`src/rtl/uart_pattern_pkg.sv`:
```
// Shared types and constants for the UART pattern-select controller.
// Latency: n/a (declarations only). Backpressure: n/a.
// Build option UART_PARITY_EN enables the PARITY state in uart_rx.
package uart_pattern_pkg;

  typedef enum logic [2:0] {
    IDLE,
    START,
    DATA,
    PARITY,
    STOP,
    CLEANUP
  } rx_state_e;

  localparam logic [7:0] ASCII_PATTERN_BASE = 8'h30;
  localparam logic [2:0] PATTERN_MAX        = 3'd7;

endpackage

```
`src/rtl/uart_rx.sv`:
```
// UART deframer: 2-flop synchronizer, mid-bit sampling, stop/parity check (UART_PARITY_EN adds even parity).
// Latency: o_RX_DV / o_Frame_Err one cycle after the stop-bit sample. Backpressure: none, strobes are fire-and-forget.
module uart_rx
  import uart_pattern_pkg::*;
#(
  parameter int CLKS_PER_BIT = 217
) (
  input  logic       CLK,
  input  logic       i_Reset,
  input  logic       i_RX_Serial,
  output logic [7:0] o_RX_Byte,
  output logic       o_RX_DV,
  output logic       o_Frame_Err
);

  localparam int CNT_W = $clog2(CLKS_PER_BIT);
  localparam logic [CNT_W-1:0] CNT_LAST = CNT_W'(CLKS_PER_BIT - 1);
  localparam logic [CNT_W-1:0] CNT_MID  = CNT_W'((CLKS_PER_BIT - 1) / 2);

  rx_state_e        state_q, state_d;
  logic             rx_meta_q, rx_meta_d;
  logic             rx_sync_q, rx_sync_d;
  logic [CNT_W-1:0] clk_cnt_q, clk_cnt_d;
  logic [2:0]       bit_idx_q, bit_idx_d;
  logic [7:0]       shift_q, shift_d;
  logic [7:0]       byte_q, byte_d;
  logic             dv_q, dv_d;
  logic             err_q, err_d;
  logic             cnt_last, cnt_mid, parity_ok;

  assign cnt_last = (clk_cnt_q == CNT_LAST);
  assign cnt_mid  = (clk_cnt_q == CNT_MID);

`ifdef UART_PARITY_EN
  logic par_q, par_d;
  assign parity_ok = ~(^{shift_q, par_q});
`else
  assign parity_ok = 1'b1;
`endif

  always_ff @(posedge CLK) begin
    if (i_Reset) begin
      state_q   <= IDLE;
      rx_meta_q <= 1'b1;
      rx_sync_q <= 1'b1;
      clk_cnt_q <= '0;
      bit_idx_q <= '0;
      shift_q   <= '0;
      byte_q    <= '0;
      dv_q      <= 1'b0;
      err_q     <= 1'b0;
`ifdef UART_PARITY_EN
      par_q     <= 1'b0;
`endif
    end else begin
      state_q   <= state_d;
      rx_meta_q <= rx_meta_d;
      rx_sync_q <= rx_sync_d;
      clk_cnt_q <= clk_cnt_d;
      bit_idx_q <= bit_idx_d;
      shift_q   <= shift_d;
      byte_q    <= byte_d;
      dv_q      <= dv_d;
      err_q     <= err_d;
`ifdef UART_PARITY_EN
      par_q     <= par_d;
`endif
    end
  end

  always_comb begin
    state_d = state_q;
    case (state_q)
      IDLE:    if (!rx_sync_q) state_d = START;
      START:   if (cnt_mid) state_d = rx_sync_q ? IDLE : DATA;
      DATA: begin
        if (cnt_last && bit_idx_q == 3'd7) begin
`ifdef UART_PARITY_EN
          state_d = PARITY;
`else
          state_d = STOP;
`endif
        end
      end
`ifdef UART_PARITY_EN
      PARITY:  if (cnt_last) state_d = STOP;
`endif
      STOP:    if (cnt_last) state_d = CLEANUP;
      CLEANUP: state_d = IDLE;
      default: state_d = IDLE;
    endcase
  end

  always_comb begin
    rx_meta_d = i_RX_Serial;
    rx_sync_d = rx_meta_q;
    shift_d   = shift_q;
    byte_d    = byte_q;
    bit_idx_d = bit_idx_q;
    dv_d      = 1'b0;
    err_d     = 1'b0;
`ifdef UART_PARITY_EN
    par_d     = par_q;
`endif

    // Counter restarts on every state change and after each data bit.
    if (state_q == IDLE || state_d != state_q || (state_q == DATA && cnt_last))
      clk_cnt_d = '0;
    else
      clk_cnt_d = clk_cnt_q + CNT_W'(1);

    if (state_q == IDLE)
      bit_idx_d = '0;

    if (state_q == DATA && cnt_last) begin
      shift_d[bit_idx_q] = rx_sync_q;
      bit_idx_d          = bit_idx_q + 3'd1;
    end

`ifdef UART_PARITY_EN
    if (state_q == PARITY && cnt_last)
      par_d = rx_sync_q;
`endif

    if (state_q == STOP && cnt_last) begin
      if (rx_sync_q && parity_ok) begin
        dv_d   = 1'b1;
        byte_d = shift_q;
      end else begin
        err_d  = 1'b1;
      end
    end
  end

  assign o_RX_Byte   = byte_q;
  assign o_RX_DV     = dv_q;
  assign o_Frame_Err = err_q;

endmodule

```
`src/rtl/uart_pattern_ctrl.sv`:
```
// UART command receiver: ASCII '0'..'7' selects o_Pattern (UART_PARITY_EN selects 8E1 framing).
// Latency: o_Pattern / o_Pattern_Update one cycle after o_RX_DV. Backpressure: none, commands are never stalled.
module uart_pattern_ctrl
  import uart_pattern_pkg::*;
#(
  parameter int CLKS_PER_BIT = 217
) (
  input  logic       CLK,
  input  logic       i_Reset,
  input  logic       i_RX_Serial,
  output logic [7:0] o_RX_Byte,
  output logic       o_RX_DV,
  output logic       o_Frame_Err,
  output logic [2:0] o_Pattern,
  output logic       o_Pattern_Update
);

  logic [7:0] rx_byte;
  logic       rx_dv;
  logic       rx_err;
  logic [7:0] cmd_ofs;
  logic       cmd_hit;
  logic [2:0] pattern_q, pattern_d;
  logic       upd_q, upd_d;

  uart_rx #(
    .CLKS_PER_BIT(CLKS_PER_BIT)
  ) u_rx (
    .CLK        (CLK),
    .i_Reset    (i_Reset),
    .i_RX_Serial(i_RX_Serial),
    .o_RX_Byte  (rx_byte),
    .o_RX_DV    (rx_dv),
    .o_Frame_Err(rx_err)
  );

  // Bytes below the base wrap to large offsets, so one compare covers both ends.
  always_comb begin
    cmd_ofs   = rx_byte - ASCII_PATTERN_BASE;
    cmd_hit   = rx_dv && (cmd_ofs <= {5'd0, PATTERN_MAX});
    pattern_d = cmd_hit ? cmd_ofs[2:0] : pattern_q;
    upd_d     = cmd_hit;
  end

  always_ff @(posedge CLK) begin
    if (i_Reset) begin
      pattern_q <= '0;
      upd_q     <= 1'b0;
    end else begin
      pattern_q <= pattern_d;
      upd_q     <= upd_d;
    end
  end

  assign o_RX_Byte        = rx_byte;
  assign o_RX_DV          = rx_dv;
  assign o_Frame_Err      = rx_err;
  assign o_Pattern        = pattern_q;
  assign o_Pattern_Update = upd_q;

endmodule

```
`config.mk`:
```
export PLATFORM = sky130hd
export DESIGN_NAME = uart_pattern_ctrl
export DESIGN_NICKNAME = d
export VERILOG_FILES = /design/src/rtl/uart_pattern_pkg.sv /design/src/rtl/uart_rx.sv /design/src/rtl/uart_pattern_ctrl.sv
export SDC_FILE = /design/constraint.sdc
export NUM_CORES = 1
export LEC_CHECK = 0
export CORE_ASPECT_RATIO = 0.6
export CORE_MARGIN = 5
export CORE_UTILIZATION = 53
export CTS_CLUSTER_DIAMETER = 50
export CTS_CLUSTER_SIZE = 24
export DETAILED_ROUTE_END_ITERATION = 6
export MAX_ROUTING_LAYER = met4
export PLACE_DENSITY = 0.83
export SLEW_MARGIN = 30
export SYNTH_ARGS = -nofsm -noshare
export SYNTH_HDL_FRONTEND = slang
export SYNTH_SLANG_ARGS = --single-unit
```
`constraint.sdc`:
```
create_clock -name CLK -period 3.85 [get_ports CLK]
set_input_delay 1.155 -clock CLK [delete_from_list [all_inputs] [get_ports CLK]]
set_output_delay 1.155 -clock CLK [all_outputs]
set_load 0.05 [all_outputs]
```
==> impl_metrics.tcl, run 1 <==
set metrics [dict create \
    drt-initial-drc-count 108 \
    final_nets 197 \
    synthMostInstantiatedCell "dfxtp_1" \
    dr.pass1.iters 4 \
    slew_headroom_pct 54.1 \
    clock_latency_ns 0.29 \
    rr_startpoint "u_rx.state_q[1]" \
    grt_pass1_wl_um 6400 \
    cts_buffers 5 \
    max_freq_ghz 0.379 \
    yosysWarnings 0 \
    synth-async-reset-ratio_pct 0 \
    r2r_slack_ns 1.83 \
    period_needed_ns 2.64 \
    synthToLayoutAreaGrowth_pct 16.6 \
    synth_seq_cells 38 \
    place_hpwl_um 2580 \
    initial_core_util_pct 57.1 \
    finalClockSkew_ns 0.00763 \
    start_kind "register" \
    fp-row-count 15 \
    hold_class "reg -> reg" \
    clockBufferDepth 2 \
    critPathRequiredTime_ns 2.69 \
    clock_sinks 38 \
    holdPathEnd "u_rx.rx_sync_q" \
    netlist_top_cells_count "dfxtp_1, nor2_1, mux2i_1" \
    cp_max_fo 3 \
    setup_violations 0 \
    post_cts.repair.setup_buffers 0 \
    clk_pin_slew_ns 0.07 \
    r2r-end "u_rx.shift_q[1]" \
    synthTopCellsByArea "dfxtp_1, mux2i_1, nor4_1" \
    pre_cts_slack_ns 1.51 \
    yosys.area.top_type_share_pct 45.2 \
    final_area_sq_um 1960 \
    slew_viol_final 0 \
    worstMarginPinSlew_ns 0.686 \
    maxCapViolCount 0 \
    ir_drop_v 0.000311 \
    grt.total_usage_pct 20.2 \
    critical_path.top_delay_family "buffers and inverters" \
    synthesis.area_sq_um 1680 \
    vias_per_cell 5.80 \
    ctsRootBufferMaster "clkbuf_8" \
    cp_cell_sequence "clkdlybuf4s50_1" \
    routed_wl_um 3570 \
    drive_gt1_share_pct 8.90 \
    post_drt_wl_per_cell_um 15.3 \
    cp_slowest_stage_delay_ns 0.83 \
    synth_cell_type_count 40 \
    setup_slack_ns 1.21 \
    post-route-drc-count 0 \
    die_w_um 82.7 \
    cp_slowest_cell "clkdlybuf4s50_1" \
    holdWs_ns 0.413 \
    gp_congestion 0.808 \
    synth_nets 183 \
    worst-r2r-cell-count 4 \
    die_y_um 53.6 \
    grt_pass1_vias 1331 \
    cts.htree.levels 2 \
    grt_max_degree 42 \
    antenna_cells 0 \
    finalSetupTns_ns 0 \
    postSynthCellCount 176 \
    cts_tree "yes" \
    ant_nets 0 \
    die_area_sq_um 4440 \
    crit_buf_inv 1 \
    postPlaceCellArea_sq_um 1870 \
    grt_overflow 0 \
    synth-edff-count 0 \
    finalHoldViolCount 0 \
    antenna_found_initial 0 \
    rsz0062_at_grt "no" \
    outcome "completed" \
    hold_start "u_rx.rx_meta_q" \
    num_io_pins 17 \
    ys_seq_area_share_pct 45.2 \
    postCtsHoldBufs 0 \
    io_buffers 16 \
    synth_area_per_cell_sq_um 9.55 \
    path_class "reg -> out" \
    core_sq_um 2950 \
    num_vias 1351 \
    holdPathStages 1 \
    arrival_ns 1.48 \
    powerDensity_nw_per_um2 354 \
    final_core_util_pct 66.5 \
    postCtsResizedCells 0 \
    endpoint_kind "primary output" \
    fin_crit_sh_pct 68.5 \
    yosysTopAreaCell "dfxtp_1" \
    synth_top_flop_cell "dfxtp_1" \
    p_leak_nw 0.667 \
]
cell type report:
| class | instances | area [sq um] |
|---|---|---|
| Sequential cell | 38 | 761 |
| Clock buffer | 7 | 86.3 |
| Multi-Input combinational cell | 120 | 855 |
| Timing Repair Buffer | 18 | 175 |
| Inverter | 7 | 26.3 |
| Clock inverter | 1 | 5.00 |
| Fill cell | 231 | 986 |
| Tap cell | 42 | 52.6 |
flip-flops by register name, summed over array words and instances, names as in the netlist:
register,flops
u_rx.o_RX_DV,1
u_rx.o_RX_Byte,8
u_rx.state_q,3
u_rx.bit_idx_q,3
u_rx.o_Frame_Err,1
u_rx.shift_q,8
u_rx.rx_meta_q,1
u_rx.rx_sync_q,1
u_rx.clk_cnt_q,8
o_Pattern,3
o_Pattern_Update,1
metrics by stage:
stage                     cells  total power [mW]
after floorplan             176             0.421
after global placement      225             0.426
after detailed placement    225             0.427
after CTS                   233             0.701
after global routing        233             0.728
final                       233             0.695
worst max-delay path by stage:
stage / start / end / slack [ns] / depth (start not counted)
floorplan: u_rx.o_RX_Byte[5] / o_RX_Byte[5] / 2.08 / 0
global placement: i_Reset / u_rx.bit_idx_q[0] / 1.54 / 4
detailed placement: i_Reset / u_rx.bit_idx_q[0] / 1.51 / 4
CTS: u_rx.o_RX_Byte[4] / o_RX_Byte[4] / 1.19 / 1
global route: u_rx.o_RX_Byte[4] / o_RX_Byte[4] / 1.16 / 1
finish: u_rx.o_RX_Byte[4] / o_RX_Byte[4] / 1.21 / 1
layer usage:
layer  up-vias  track usage [%]  wire (um)
met4         0             12.2         42
met2        55             27.9       1640
met3         6             6.19        212
met5         -                -          0
met1       623             25.9       1680
li1        667                -          -
power breakdown:
part | switching [mW] | total (mW) | internal (mW)
clock network | 0.133 | 0.277 | 0.144
logic | 0.0127 | 0.0200 | 0.00725
registers | 0.00320 | 0.398 | 0.395
total | 0.149 | 0.695 | 0.546
cells by family (layout without fill, tap and decap cells):
logic type               Yosys count  in the layout  share of synthesized area (%)
AO/OA/AOI/OAI                     17             17                           7.29
XOR/XNOR                           6              6                           3.12
adder cells (fa/ha/maj)            4              4                           2.98
buffers and inverters             18             33                           4.32
flip-flops                        38             38                           45.2
multiplexers                      17             17                           10.1
AND/OR/NAND/NOR                   76             76                           26.9
cell usage in the layout, fill, tap and decap left out, drive strengths merged, types with 4 or more instances in the layout:
cell type,instances
clkbuf,7
clkdlybuf4s50,16
dfxtp,38
ha,4
inv,7
mux2i,17
nand2b,6
nand3,5
nor2,24
nor4,16
or2,5
xnor2,4
No activity file was read; power rests on OpenSTA's default activity.
==> run 2, diff against run 1 <==
Settings changed: CORE_UTILIZATION 53 to 50, PLACE_DENSITY 0.83 to 0.82.
Clock period 3.85 ns to 2.4 ns, I/O delays scaled along.
==> run 2 against run 1 <==
Net effect:
- register-to-register slack worse by 1.4 ns
- via count is 1.6% higher
- sequential power is 60% higher
- critical path type unchanged
- highest routed layer unchanged
==> impl_metrics.tcl, run 2 (synthesized netlist as in run 1, its figures left out) <==
set metrics [dict create \
    cp.depth 1 \
    synthToLayoutAreaGrowth_pct 18.8 \
    vias_per_cell 5.76 \
    ant_nets 0 \
    hold_class "reg -> reg" \
    ir_drop_v 0.000449 \
    num-fill-cells 292 \
    critical_path.top_delay_family "buffers and inverters" \
    final_nets 199 \
    holdWs_ns 0.427 \
    r2r_slack_ns 0.45 \
    critPathRequiredTime_ns 1.68 \
    post-route-drc-count 0 \
    final_common_cell "dfxtp_1" \
    setup.worst_path.end "o_RX_Byte[0]" \
    crit_buf_inv 1 \
    die_area_sq_um 4660 \
    rr_startpoint "u_rx.clk_cnt_q[0]" \
    arrival_ns 1.49 \
    setup_violations 0 \
    slew_viol_final 0 \
    core_sq_um 3240 \
    grt_pass1_vias 1276 \
    r2r-end "u_rx.clk_cnt_q[5]" \
    cts_buffers 5 \
    clockBufferDepth 2 \
    layout_common_cells "dfxtp_1, nor2_1, mux2i_1" \
    io_buffers 16 \
    wl_met2_um 1640 \
    place_hpwl_um 2660 \
    finalHoldViolCount 0 \
    setup_slack_ns 0.192 \
    start_kind "register" \
    finalSetupTns_ns 0 \
    cp_slowest_stage_delay_ns 0.84 \
    rsz0062_at_grt "no" \
    gp_congestion 0.831 \
    clk_pin_slew_ns 0.07 \
    route.met3.wl_um 281 \
    postCtsResizedCells 0 \
    grt_pass1_wl_um 6220 \
    die_w_um 84.9 \
    clock_latency_ns 0.29 \
    antenna_found_initial 0 \
    outcome "completed" \
    grt_overflow 0 \
    dr.pass1.iters 4 \
    cts_tree "yes" \
    num_io_pins 17 \
    antenna_cells 0 \
    cp_cell_sequence "clkdlybuf4s50_1" \
    seqCellArea_sq_um 761 \
    post_cts.repair.setup_buffers 0 \
    num_vias 1372 \
    drt-initial-drc-count 64 \
    pre_cts_slack_ns 0.298 \
    period_needed_ns 2.21 \
    die_y_um 54.9 \
    clock_sinks 38 \
    maxCapViolCount 0 \
    post_drt_wl_per_cell_um 15.5 \
    grt_max_degree 17 \
    postCtsHoldBufs 0 \
    path_class "reg -> out" \
    wl_met1_um 1720 \
    finalClockSkew_ns 0.00616 \
    cts.htree.levels 2 \
    worstMarginPinSlew_ns 0.737 \
    fin_crit_sh_pct 92.0 \
    max_freq_ghz 0.453 \
    drive_gt1_share_pct 10.4 \
    p_leak_nw 0.685 \
    ctsRootBufferMaster "clkbuf_8" \
    cp_max_fo 3 \
    crit_start "u_rx.o_RX_Byte[0]" \
    routed_wl_um 3680 \
    powerDensity_nw_per_um2 592 \
    grt.total_usage_pct 18.2 \
    worst-r2r-cell-count 5 \
    slew_headroom_pct 50.2 \
    initial_core_util_pct 51.9 \
    fp-row-count 16 \
    endpoint_kind "primary output" \
    multiInputGateArea_sq_um 855 \
    cp_slowest_cell "clkdlybuf4s50_1" \
    highest_layer "met4" \
]
## run 2: stage by stage
stage	power, mW	utilization, %	area (sq um)	cells
after floorplan	0.675	-	1680	176
after global placement	0.686	58.2	1890	230
after detailed placement	0.689	58.2	1890	230
after CTS	1.19	61.6	2000	238
after global routing	1.23	61.6	2000	238
final	1.18	61.6	2000	238
## run 2: final cells by class
type,count,area share [%]
well taps,45,2.82
clock buffers,8,5.51
inverters,7,1.31
repair buffers,20,9.52
flip-flops and latches,38,38.1
multi-input cells,120,42.8
## run 2: where the power goes
group | internal, mW | total [mW] | switching (mW)
Sequential | 0.633 | 0.638 | 0.00510
Clock | 0.290 | 0.508 | 0.218
Combinational | 0.0138 | 0.0364 | 0.0225
## run 2: how the worst min path moves through the flow
stage | startpoint | end | slack (ns) | cells after the start
after global placement | u_rx.rx_meta_q | u_rx.rx_sync_q | 0.40 | 1
after detailed placement | u_rx.rx_meta_q | u_rx.rx_sync_q | 0.41 | 1
after CTS | u_rx.rx_meta_q | u_rx.rx_sync_q | 0.43 | 1
after global routing | u_rx.rx_meta_q | u_rx.rx_sync_q | 0.44 | 1
final | u_rx.rx_meta_q | u_rx.rx_sync_q | 0.43 | 1
after floorplan | u_rx.rx_meta_q | u_rx.rx_sync_q | 0.39 | 1
## run 2: layer usage
layer,GRT usage [%],up-vias
met1,25.1,648
met4,8.16,0
met5,-,-
met3,4.59,7
met2,25.3,51
li1,-,666
==> run 3, diff against run 2 <==
Settings changed: CAP_MARGIN set to 0.
==> results of run 3 <==
No change in the layout: final DEF, timing and power equal those of run 2.
